==> config.mk <==
export PLATFORM = sky130hd
export DESIGN_NAME = stream_host_bridge
export DESIGN_NICKNAME = d
export VERILOG_FILES = /design/src/rtl/stream_host_bridge.sv
export SDC_FILE = /design/constraint.sdc
export NUM_CORES = 1
export LEC_CHECK = 0
export BUFFER_PORTS_ARGS = -buffer_cell sky130_fd_sc_hd__buf_2
export CAP_MARGIN = 40
export CORE_UTILIZATION = 50
export DETAILED_ROUTE_END_ITERATION = 6
export GPL_TIMING_DRIVEN = 0
export MAX_ROUTING_LAYER = met4
export PLACE_DENSITY = 0.63
export SYNTH_ARGS = -nofsm -noshare
export SYNTH_HDL_FRONTEND = slang
export SYNTH_SLANG_ARGS = --single-unit
==> constraint.sdc <==
create_clock -name aclk -period 4.31 [get_ports aclk]
set_input_delay 0.6465 -clock aclk [delete_from_list [all_inputs] [get_ports aclk]]
set_output_delay 0.6465 -clock aclk [all_outputs]
set_load 0.01 [all_outputs]
==> src/rtl/stream_host_bridge.sv <==
// ============================================================================
//  Module   : stream_host_bridge
//  Purpose  : Host-side TX/RX FIFO bridge for an accelerator AXI4-Stream pair.
//             Optional macro STREAM_HOST_COUNT_EN builds 32-bit transfer counters.
//  Revision : 1.0  initial release
// ============================================================================
`default_nettype none

module stream_host_bridge #(
  parameter int DATA_WIDTH = 32,
  parameter int TX_DEPTH   = 16,
  parameter int RX_DEPTH   = 16
) (
  input  logic                        aclk,
  input  logic                        aresetn,
  input  logic                        host_flush,
  input  logic                        host_wr_valid,
  output logic                        host_wr_ready,
  input  logic [DATA_WIDTH-1:0]       host_wr_data,
  output logic                        host_rd_valid,
  input  logic                        host_rd_ready,
  output logic [DATA_WIDTH-1:0]       host_rd_data,
  output logic                        input_V_V_TVALID,
  input  logic                        input_V_V_TREADY,
  output logic [DATA_WIDTH-1:0]       input_V_V_TDATA,
  input  logic                        output_V_V_TVALID,
  output logic                        output_V_V_TREADY,
  input  logic [DATA_WIDTH-1:0]       output_V_V_TDATA,
  output logic [$clog2(TX_DEPTH):0]   tx_level,
  output logic [$clog2(RX_DEPTH):0]   rx_level,
  output logic [31:0]                 tx_count,
  output logic [31:0]                 rx_count
);

  localparam int c_TX_AW = $clog2(TX_DEPTH);
  localparam int c_RX_AW = $clog2(RX_DEPTH);
  localparam logic [c_TX_AW:0] c_TX_FULL = (c_TX_AW+1)'(TX_DEPTH);
  localparam logic [c_RX_AW:0] c_RX_FULL = (c_RX_AW+1)'(RX_DEPTH);

  logic [DATA_WIDTH-1:0] tx_mem_q [TX_DEPTH];
  logic [DATA_WIDTH-1:0] rx_mem_q [RX_DEPTH];

  logic [c_TX_AW-1:0] tx_wptr_q, tx_wptr_d, tx_rptr_q, tx_rptr_d;
  logic [c_TX_AW:0]   tx_level_q, tx_level_d;
  logic [c_RX_AW-1:0] rx_wptr_q, rx_wptr_d, rx_rptr_q, rx_rptr_d;
  logic [c_RX_AW:0]   rx_level_q, rx_level_d;

  logic w_tx_push, w_tx_pop, w_rx_push, w_rx_pop;

  // Handshake qualifiers come only from registered levels, so no bypass paths exist.
  assign host_wr_ready     = (tx_level_q != c_TX_FULL);
  assign input_V_V_TVALID  = (tx_level_q != '0);
  assign input_V_V_TDATA   = input_V_V_TVALID ? tx_mem_q[tx_rptr_q] : '0;
  assign output_V_V_TREADY = (rx_level_q != c_RX_FULL);
  assign host_rd_valid     = (rx_level_q != '0);
  assign host_rd_data      = host_rd_valid ? rx_mem_q[rx_rptr_q] : '0;
  assign tx_level          = tx_level_q;
  assign rx_level          = rx_level_q;

  assign w_tx_push = host_wr_valid && host_wr_ready;
  assign w_tx_pop  = input_V_V_TVALID && input_V_V_TREADY;
  assign w_rx_push = output_V_V_TVALID && output_V_V_TREADY;
  assign w_rx_pop  = host_rd_valid && host_rd_ready;

  always_comb begin
    tx_wptr_d  = tx_wptr_q;
    tx_rptr_d  = tx_rptr_q;
    tx_level_d = tx_level_q;
    rx_wptr_d  = rx_wptr_q;
    rx_rptr_d  = rx_rptr_q;
    rx_level_d = rx_level_q;
    if (host_flush) begin
      tx_wptr_d  = '0;
      tx_rptr_d  = '0;
      tx_level_d = '0;
      rx_wptr_d  = '0;
      rx_rptr_d  = '0;
      rx_level_d = '0;
    end else begin
      if (w_tx_push) tx_wptr_d = tx_wptr_q + 1'b1;
      if (w_tx_pop)  tx_rptr_d = tx_rptr_q + 1'b1;
      tx_level_d = tx_level_q + {{c_TX_AW{1'b0}}, w_tx_push}
                              - {{c_TX_AW{1'b0}}, w_tx_pop};
      if (w_rx_push) rx_wptr_d = rx_wptr_q + 1'b1;
      if (w_rx_pop)  rx_rptr_d = rx_rptr_q + 1'b1;
      rx_level_d = rx_level_q + {{c_RX_AW{1'b0}}, w_rx_push}
                              - {{c_RX_AW{1'b0}}, w_rx_pop};
    end
  end

  always_ff @(posedge aclk or negedge aresetn) begin
    if (!aresetn) begin
      tx_wptr_q  <= '0;
      tx_rptr_q  <= '0;
      tx_level_q <= '0;
      rx_wptr_q  <= '0;
      rx_rptr_q  <= '0;
      rx_level_q <= '0;
    end else begin
      tx_wptr_q  <= tx_wptr_d;
      tx_rptr_q  <= tx_rptr_d;
      tx_level_q <= tx_level_d;
      rx_wptr_q  <= rx_wptr_d;
      rx_rptr_q  <= rx_rptr_d;
      rx_level_q <= rx_level_d;
    end
  end

  // Storage needs no reset: stale words are masked by the level-derived valids.
  always_ff @(posedge aclk) begin
    if (w_tx_push && !host_flush) tx_mem_q[tx_wptr_q] <= host_wr_data;
    if (w_rx_push && !host_flush) rx_mem_q[rx_wptr_q] <= output_V_V_TDATA;
  end

`ifdef STREAM_HOST_COUNT_EN
  logic [31:0] tx_count_q, tx_count_d, rx_count_q, rx_count_d;

  always_comb begin
    tx_count_d = tx_count_q + {31'd0, w_tx_pop};
    rx_count_d = rx_count_q + {31'd0, w_rx_push};
  end

  always_ff @(posedge aclk or negedge aresetn) begin
    if (!aresetn) begin
      tx_count_q <= '0;
      rx_count_q <= '0;
    end else begin
      tx_count_q <= tx_count_d;
      rx_count_q <= rx_count_d;
    end
  end

  assign tx_count = tx_count_q;
  assign rx_count = rx_count_q;
`else
  assign tx_count = '0;
  assign rx_count = '0;
`endif

endmodule

`default_nettype wire
Yosys cells after proc, flatten, opt, wreduce, memory -nomap -nowiden. Memory sizes are Yosys's and may differ from the RTL's. Cells that the tools add are included.

Add/sub/neg operators: 8. Eq/ne operators: 2. Muxes and demuxes: 16. Reductions and logical operators: 13.

Operator list (count): $mux W32 (2); $mux W4 (8); $add A4 B1 Y4 const B (4); $add A5 B1 Y5 (2); $mux W5 (2); $ne A5 B5 Y1 const B (2); $reduce_bool A5 Y1 (2); $sub A5 B1 Y5 (2); $reduce_bool A2 Y1 (4); $logic_and A1 B1 Y1 (6); $mux W1 (4); $logic_not A1 Y1 (1).

Bits in registers: 26. RAM bits: 1024. Input port bits: 71. Output and inout bits: 142. Memories: 2.

Memories: rx_mem_q (depth 16, bits a word 32, read ports 1, clocked after memory_dff 0, write ports 1, RTL line 41) `logic [DATA_WIDTH-1:0] rx_mem_q [RX_DEPTH];`; tx_mem_q (depth 16, bits a word 32, read ports 1, clocked after memory_dff 0, write ports 1, RTL line 40) `logic [DATA_WIDTH-1:0] tx_mem_q [TX_DEPTH];`.

Depth between registers and ports, before layout. Gate-level depths: netlist of run 1.

Word-level depth: 5. Depth in mapped cells: 15. Depth with buffers taken out: 14.

Least setup slack after synthesis of run 1. OpenSTA, ideal clock, no wires.

Path type: register to register. Start point: register tx_level_q[2] (netlist: tx_level[2]). End point: memory tx_mem_q[3][0], enable pin. Data arrival time: 3.464 ns. Required time: 3.849 ns. Slack: 0.385 ns. Cell stages (with the launch flop): 7. Period minus slack after synthesis: 3.925 ns. Cell sequence: dfrtp_1 -> inv_1 -> ha_1 -> nor4bb_1 -> nor3_1 -> nand2_1 -> nor3_1.

Longest elaborated chain between the ends: 5.

RTL lines: start: declaration (RTL line 44) `logic [c_TX_AW:0] tx_level_q, tx_level_d;`; start signal: assignment (RTL line 102) `tx_level_q <= tx_level_d;`; $ne A5 B5 Y1 (RTL line 51) `assign host_wr_ready = (tx_level_q != c_TX_FULL);`; $logic_and A1 B1 Y1 (RTL line 60) `assign w_tx_push = host_wr_valid && host_wr_ready;`; $logic_and A1 B1 Y1 (RTL line 111) `if (w_tx_push && !host_flush) tx_mem_q[tx_wptr_q] <= host_wr_data;`; $mux W1 (RTL line 111); $mux W1 (not written as such) (RTL line 111); end: declaration (RTL line 40).

No other way between the ends.

Final worst setup path of run 1.
Start point: register tx_rptr_q[1]. End point: output input_V_V_TDATA[24].

Longest elaborated chain between the ends: 2.

RTL lines: start: declaration (RTL line 43) `logic [c_TX_AW-1:0] tx_wptr_q, tx_wptr_d, tx_rptr_q, tx_rptr_d;`; start signal: assignment (RTL line 101) `tx_rptr_q <= tx_rptr_d;`; $mem_v2 Z16 W32; $mux W32 (RTL line 53) `assign input_V_V_TDATA = input_V_V_TVALID ? tx_mem_q[tx_rptr_q] : '0;`; end: declaration (RTL line 25) `output logic [DATA_WIDTH-1:0] input_V_V_TDATA,`.

No other way between the ends.

==> impl_summary.log, run 1 <==
[metrics] # resized after CTS: 0
[metrics] buffers added on ports: 148
[metrics] Critical Setup Path Class: reg -> out
[metrics] number of stages on the worst hold path: 3
[metrics] critical path cell sequence: buf_2, buf_2, buf_2, clkbuf_1, mux4_2, a221o_1, buf_2
[metrics] most common cell after layout, fill and taps aside: sky130_fd_sc_hd__edfxtp_1
[metrics] Netlist Area Pre-Place: just over 40000 um2
[metrics] number of enable-type register cells in the synthesized netlist: 1024
[metrics] cell depth of the worst setup path: 7
[metrics] DRC violation total after the first TritonRoute iteration: 2112
[metrics] clock input transition at the sequential cells of the worst setup and hold paths: 60 ps
[metrics] most common cell type on the critical path: sky130_fd_sc_hd__buf_2
[metrics] iteration count of the initial detailed-routing pass: 6
[metrics] required time at the endpoint of the critical path: 3660 ps
[metrics] maximum net fanout on the critical path: 10
[metrics] path category of the worst min-delay check: in -> reg
[metrics] die area: 83360 um2
[metrics] fmax: 0.2424 GHz
[metrics] static power due to leakage: 15.77 nW
[metrics] Die Y: around 290 um
[metrics] initial core utilization: 0.5079
[metrics] buffer type at the clock tree root: sky130_fd_sc_hd__clkbuf_16
[metrics] DRT Wirelength: ~93 mm
[metrics] buffering stage count on the worst path with inverters included: 5
[metrics] post-synthesis instance total: 2067
[metrics] pin count of the biggest net entering global routing: 27
[metrics] cell family with most CP delay: buffers and inverters
[metrics] sort of element at the end of the critical path: output pin
[metrics] Clock Latency Late Sink: 670 ps
[metrics] overall track demand over capacity in global routing: 0.2325
[metrics] Routability Congestion: roughly 0.8
[metrics] via density per instance: 5.823
[metrics] ys async rst share: 0.02476
[metrics] post-DP HPWL: 62.25 mm
[metrics] count of placed standard cells including taps: between 3000 and 4000
[metrics] Clock Sinks: approximately 1100
[metrics] number of cells traversed by the worst register-to-register path: 15
[metrics] ports placed on the boundary: 213
[metrics] Setup violations, final: 0
[metrics] drt wl/cell: 25.99 um
[metrics] time the worst path needs with I/O delays and setup: 4126 ps
[metrics] Yosys warnings: 0
[metrics] number of buffers inserted during clock tree synthesis: 106
[metrics] sequential fraction of the synthesis area: 0.7639
[metrics] clock skew: 53.02 ps
[metrics] share of layout cells above drive strength 1: 0.2483
[metrics] final hold slack: 264.9 ps
[metrics] Placement Rows: approximately 100
[metrics] Syn-to-layout area delta: 16.61%
[metrics] maximum capacitance violations: 0
[metrics] final total negative setup slack: 0 ps
[metrics] antenna violations before repair: 6
[metrics] width of the chip: 288.7 um
[metrics] non-filler cells, final: 3595
[metrics] H-tree Lvls: 3
[metrics] TritonCTS clock tree: yes
[metrics] Peak supply drop: ~0.53 mV
[metrics] peak per-stage delay on the critical path: 650 ps
[metrics] RSZ-0062 raised after global routing: false
[metrics] grt ovf: 0
[metrics] Cell variety after synth: 38
[metrics] number of endpoints with negative hold slack in the final report: 0
[metrics] average size of a mapped cell: between 15 and 20 um2
[metrics] vias in the first global route: 21376
[metrics] outcome: completed
[metrics] arrival time reported for the critical path endpoint: between 3000 and 4000 ps
[metrics] register bit total from synthesis: 1050
[metrics] master of the slowest instance on the critical path: sky130_fd_sc_hd__clkbuf_1
[metrics] top_reg_cell synth: sky130_fd_sc_hd__edfxtp_1
[metrics] net total in the final layout: 2534
[metrics] Max Root-Sink Buffers: 3
[metrics] total power per unit cell area: 555.5 nW/um2
[metrics] number of nets with antenna violations after detailed routing: 0
[metrics] most frequent cells in the layout: 1024 x sky130_fd_sc_hd__edfxtp_1, 256 x sky130_fd_sc_hd__mux2i_1, 194 x sky130_fd_sc_hd__buf_2
[metrics] core box area: 80940 um2
[metrics] worst-case headroom to the max-slew limit: 0.4036
[metrics] Setup crit start kind: flip-flop
[metrics] residual DRC count: 0
[metrics] vias after detailed routing: 20934
[metrics] slew at the pin closest to its max-slew limit: 894.7 ps
[metrics] first-pass GRT wire length: 136.5 mm
[metrics] Max Transition Viols Final: 0
[metrics] crit share post-route: 0.9572
worst paths after layout:
| path | startpoint | to | slack (ps) |
|---|---|---|---|
| min | host_wr_valid | tx_wptr_q[1]$_DFFE_PN0P_ | 260 |
| max reg2reg | rx_level[2]$_DFF_PN0_ | rx_level[4]$_DFF_PN0_ | 870 |
| max | tx_rptr_q[1]$_DFFE_PN0P_ | input_V_V_TDATA[24] | 180 |
| min reg2reg | rx_wptr_q[1]$_DFFE_PN0P_ | rx_wptr_q[1]$_DFFE_PN0P_ | 600 |
| min in group asynchronous | aresetn | tx_level[3]$_DFF_PN0_ | 550 |
| max in group asynchronous | aresetn | rx_rptr_q[1]$_DFFE_PN0P_ | 3300 |
routing by layer:
| metal | GRT usage | up-vias | share of wire |
|---|---|---|---|
| li1 | - | 9091 | - |
| met1 | 0.3365 | 10950 | 0.44 |
| met2 | 0.3466 | 759 | 0.47 |
| met3 | 0.03823 | 134 | 0.070 |
| met4 | 0.05737 | 0 | 0.019 |
| met5 | - | - | 0 |
power breakdown:
part	internal (mW)	total, mW	leakage (nW)	switching (mW)
sequential	11.4	11.5	9.57	0.108
combinational	2.70	6.30	4.57	3.60
clock	5.02	8.78	1.63	3.76
total	19.2	26.6	15.8	7.47
timing repair:
action	4_1_cts	5_1_grt
hold buffers	1	0
hold endpoints to repair	6	0
buffers inserted	0	0
stage by stage:
step / setup slack (ps) / util / instance area [um2] / power, mW
finish: 184.3 / 0.5922 / 47930 / 26.63
global route: 62.73 / 0.5921 / 47920 / 27.61
CTS: 133.3 / 0.5919 / 47910 / 26.81
detailed placement: 862.4 / 0.5505 / 44550 / 18.08
global placement: -1893 / 0.5363 / 43410 / 17.86
floorplan: 384.8 / - / 41340 / 15.72
worst reg2reg max path, cell delays in order (launching register included):
cell and delay, ps:
sky130_fd_sc_hd__dfrtp_1 400, sky130_fd_sc_hd__inv_1 110, sky130_fd_sc_hd__ha_1 160, sky130_fd_sc_hd__or4bb_2 680, sky130_fd_sc_hd__and2_1 190, sky130_fd_sc_hd__clkbuf_1 160, sky130_fd_sc_hd__inv_1 100, sky130_fd_sc_hd__ha_1 230
sky130_fd_sc_hd__inv_1 70, sky130_fd_sc_hd__ha_1 170, sky130_fd_sc_hd__inv_1 60, sky130_fd_sc_hd__fa_1 400, sky130_fd_sc_hd__nor2b_1 170, sky130_fd_sc_hd__o21bai_1 120, sky130_fd_sc_hd__nand3_1 110, sky130_fd_sc_hd__nor3b_1 210
cell type report:
type	instances	area, um2
clock buffers	144	2856
well taps	1060	1326
flip-flops and latches	1050	31400
plain buffers	182	1049
diodes	10	25.02
clock inverters	50	489.2
fillers	5873	33000
multi-input cells	875	9037
repair buffers	201	1664
inverters	23	86.33
registers in the layout, indices dropped and copies added (netlist names):
name and cells:
tx_mem_q 512, tx_level 5, rx_rptr_q 4, tx_rptr_q 4
rx_level 5, tx_wptr_q 4, rx_mem_q 512, rx_wptr_q 4
cell usage after synthesis (all sizes together), types with 5 or more instances:
| master | count | area share |
|---|---|---|
| xor2 | 11 | 0.0023 |
| buf | 126 | 0.020 |
| ha | 22 | 0.0067 |
| nor2b | 12 | 0.0022 |
| a221o | 64 | 0.016 |
| edfxtp | 1024 | 0.75 |
| xnor2 | 5 | 0.0011 |
| nand2 | 20 | 0.0018 |
| inv | 23 | 0.0021 |
| a22oi | 128 | 0.023 |
| nand3 | 11 | 0.0013 |
| a21oi | 8 | 0.00097 |
| and3 | 67 | 0.010 |
| nor3 | 8 | 0.00097 |
| nor2 | 50 | 0.0046 |
| mux4 | 128 | 0.070 |
| mux2i | 256 | 0.062 |
| clkbuf | 56 | 0.0051 |
| dfrtp | 26 | 0.016 |
logic make-up after synthesis:
group                      after synthesis  share of synthesized area
AOI/OAI and AO/OA                      204                    0.04073
xor gates and xnor gates                16                   0.003409
adders and majority gates               24                   0.007670
buffers and inverters                  205                    0.02761
DFF                                   1050                     0.7639
muxes                                  384                     0.1325
other                                    1                 0.00009123
and+or+nand+nor                        183                    0.02414
Note: power is estimated with default switching activity, not from simulation.
==> run 2: changes to the inputs <==
--- a/config.mk
+++ b/config.mk
@@ -7,11 +7,11 @@
 export LEC_CHECK = 0
 export BUFFER_PORTS_ARGS = -buffer_cell sky130_fd_sc_hd__buf_2
 export CAP_MARGIN = 40
-export CORE_UTILIZATION = 50
+export CORE_UTILIZATION = 28
 export DETAILED_ROUTE_END_ITERATION = 6
 export GPL_TIMING_DRIVEN = 0
 export MAX_ROUTING_LAYER = met4
-export PLACE_DENSITY = 0.63
+export PLACE_DENSITY = 0.39
 export SYNTH_ARGS = -nofsm -noshare
 export SYNTH_HDL_FRONTEND = slang
 export SYNTH_SLANG_ARGS = --single-unit
==> impl_summary.log, run 2 (synthesis results as in run 1) <==
[metrics] outcome: completed (unchanged)
[metrics] non-filler cells, final: 4496 (was 3595)
[metrics] number of cells traversed by the worst register-to-register path: 15 (unchanged)
[metrics] final setup slack of the worst path: 99.19 ps (was 184.3 ps)
[metrics] total power per unit cell area: 561.1 nW/um2 (was 555.5 nW/um2)
[metrics] Setup crit start kind: flip-flop (unchanged)
[metrics] Clock Latency Late Sink: 740 ps (was 670 ps)
[metrics] number of nets with antenna violations after detailed routing: 0 (unchanged)
[metrics] grt ovf: 0 (unchanged)
[metrics] iteration count of the initial detailed-routing pass: 5 (was 6)
[metrics] core box area: 145700 um2 (was 80940 um2)
[metrics] via density per instance: 4.642 (was 5.823)
[metrics] capturing point of the worst reg2reg path: rx_level[4]$_DFF_PN0_ (unchanged)
[metrics] Setup violations, final: 0 (unchanged)
[metrics] registers with the most flip-flops: rx_mem_q: 512 flops, tx_mem_q: 512 flops (unchanged)
[metrics] number of endpoints with negative hold slack in the final report: 0 (unchanged)
[metrics] crit share post-route: 0.9770 (was 0.9572)
[metrics] share of layout cells above drive strength 1: 0.2679 (was 0.2483)
[metrics] slack of the worst reg-to-reg path: 920 ps (was 870 ps)
[metrics] Worst Setup Slack post-DPL: 587.2 ps (was 862.4 ps)
[metrics] Peak supply drop: 0.3364 mV (was 0.5320 mV)
[metrics] most common cell type on the critical path: sky130_fd_sc_hd__buf_2 (unchanged)
[metrics] area used by multi-input combinational logic: 9044 um2 (was 9037 um2)
[metrics] width of the chip: 385.2 um (was 288.7 um)
[metrics] path category of the worst min-delay check: in -> reg (unchanged)
[metrics] Placement Rows: 140 (was 104)
[metrics] clock input transition at the sequential cells of the worst setup and hold paths: 60 ps (about the same)
[metrics] maximum net fanout on the critical path: 10 (unchanged)
[metrics] buffers added on ports: 148 (unchanged)
[metrics] maximum capacitance violations: 0 (unchanged)
[metrics] most frequent cells in the layout: 1024 x sky130_fd_sc_hd__edfxtp_1, 256 x sky130_fd_sc_hd__mux2i_1, 194 x sky130_fd_sc_hd__buf_2 (unchanged)
[metrics] capture point of the worst path: input_V_V_TDATA[22] (was input_V_V_TDATA[24])
[metrics] vias after detailed routing: 20872 (was 20934)
[metrics] peak per-stage delay on the critical path: 540 ps (was 650 ps)
[metrics] initial core utilization: 0.2820 (was 0.5079)
[metrics] sort of element at the end of the critical path: output pin (unchanged)
[metrics] net total in the final layout: 2567 (was 2534)
[metrics] residual DRC count: 0 (unchanged)
[metrics] antenna violations before repair: 28 (was 6)
[metrics] Clock Sinks: 1050 (unchanged)
[metrics] static power due to leakage: 16.11 nW (was 15.77 nW)
[metrics] most common cell after layout, fill and taps aside: sky130_fd_sc_hd__edfxtp_1 (unchanged)
[metrics] overall track demand over capacity in global routing: 0.1595 (was 0.2325)
[metrics] Hold Crit Start: host_rd_ready (was host_wr_valid)
[metrics] worst-case headroom to the max-slew limit: 0.4059 (was 0.4036)
[metrics] RSZ-0062 raised after global routing: false (unchanged)
[metrics] Max Root-Sink Buffers: 3 (unchanged)
[metrics] cell depth of the worst setup path: 9 (was 7)
[metrics] DRT Wirelength: 114.6 mm (was 93.42 mm)
[metrics] worst reg2reg path startpoint: rx_level[2]$_DFF_PN0_ (unchanged)
[metrics] H-tree Lvls: 3 (unchanged)
[metrics] fmax: 0.2375 GHz (was 0.2424 GHz)
[metrics] critical path cell sequence: inv_1, ha_1, or4b_1, buf_2, nor2b_4, clkbuf_1, and3_1, a221o_1, buf_2 (was buf_2, buf_2, buf_2, clkbuf_1, mux4_2, a221o_1, buf_2)
[metrics] DRC violation total after the first TritonRoute iteration: 1516 (was 2112)
[metrics] vias in the first global route: 21929 (was 21376)
[metrics] first-pass GRT wire length: 161.5 mm (was 136.5 mm)
[metrics] number of buffers inserted during clock tree synthesis: 116 (was 106)
[metrics] drt wl/cell: 25.48 um (was 25.99 um)
[metrics] master of the slowest instance on the critical path: sky130_fd_sc_hd__or4b_1 (was sky130_fd_sc_hd__clkbuf_1)
[metrics] clock skew: 55.83 ps (was 53.02 ps)
[metrics] Syn-to-layout area delta: 20.95% (was 16.61%)
[metrics] cell family with most CP delay: simple AND/OR/NAND/NOR gates (was buffers and inverters)
[metrics] setup bufs post-CTS: 0 (unchanged)
[metrics] buffer type at the clock tree root: sky130_fd_sc_hd__clkbuf_16 (unchanged)
[metrics] post-DP HPWL: 77.62 mm (was 62.25 mm)
[metrics] Max Transition Viols Final: 0 (unchanged)
[metrics] launch point of the worst path: tx_level[3]$_DFF_PN0_ (was tx_rptr_q[1]$_DFFE_PN0P_)
[metrics] time the worst path needs with I/O delays and setup: 4211 ps (was 4126 ps)
[metrics] Die Y: 385.2 um (was 288.7 um)
[metrics] end-of-flow core utilization: 0.3411 (was 0.5922)
[metrics] required time at the endpoint of the critical path: 3660 ps (about the same)
[metrics] die area: 148300 um2 (was 83360 um2)
[metrics] arrival time reported for the critical path endpoint: 3560 ps (was 3480 ps)
[metrics] Critical Setup Path Class: reg -> out (unchanged)
[metrics] pin count of the biggest net entering global routing: 23 (was 27)
[metrics] final hold slack: 201.8 ps (was 264.9 ps)
[metrics] Routability Congestion: 0.7272 (was 0.7980)
[metrics] Register Area: 31400 um2 (unchanged)
[metrics] slew at the pin closest to its max-slew limit: 889.1 ps (was 894.7 ps)
[metrics] buffering stage count on the worst path with inverters included: 4 (was 5)
[metrics] TritonCTS clock tree: yes (unchanged)
[metrics] number of fill cells in the layout: 13820 (was 5873)
[metrics] ports placed on the boundary: 213 (unchanged)
[metrics] count of placed standard cells including taps: 4270 (was 3390)
## run 2: final cells by class
type                       count  share of cell area
sequential                  1050              0.6316
multi-input combinational    875              0.1819
clock buffer                 142             0.06055
tap                         1917             0.04824
timing repair buffer         224             0.03941
buffer                       182             0.02149
clock inverter                68             0.01432
inverter                      23            0.001737
antenna                       15           0.0007550
## run 2: worst min-delay path, stage by stage
cell and delay [ps]:
sky130_fd_sc_hd__buf_2 130, sky130_fd_sc_hd__nand3_1 80, sky130_fd_sc_hd__a21oi_1 60
## run 2: how the worst min path moves through the flow
stage	to	cells past startpoint	slack, ps
2_1_floorplan	rx_level[0]$_DFF_PN0_	0	350
3_3_place_gp	rx_wptr_q[1]$_DFFE_PN0P_	2	570
3_5_place_dp	tx_rptr_q[2]$_DFFE_PN0P_	1	520
4_1_cts	rx_rptr_q[1]$_DFFE_PN0P_	3	120
5_1_grt	rx_rptr_q[1]$_DFFE_PN0P_	3	160
6_report	rx_rptr_q[1]$_DFFE_PN0P_	3	200
## run 2: where the power goes
part / internal (mW) / leakage [nW] / switching [mW] / total [mW]
Clock: 5.57 / 1.80 / 4.07 / 9.64
Combinational: 2.76 / 4.74 / 3.95 / 6.71
Sequential: 11.4 / 9.57 / 0.105 / 11.5
## run 2: what timing repair did
action                                 4_1_cts  5_1_grt
hold buffers                                 1        0
resized for setup                            7       10
setup endpoints to repair                   27       10
endpoints found under the hold margin       15        0
## run 2: layer usage
layer,track usage,wire (um),vias up
met4,0.03946,2366,0
met2,0.2529,54910,505
met5,-,0,-
met3,0.02937,5799,164
met1,0.2108,51480,11020
li1,-,-,9183
## run 2: per-stage QoR
stage | setup TNS (ps) | area (um2) | power [mW]
after global routing | 0 | 49700 | 29.06
final | 0 | 49720 | 27.89
after CTS | 0 | 49670 | 28.33
after floorplan | 0 | 41340 | 15.72
after global placement | -1229410 | 44480 | 18.39
after detailed placement | 0 | 45920 | 18.59
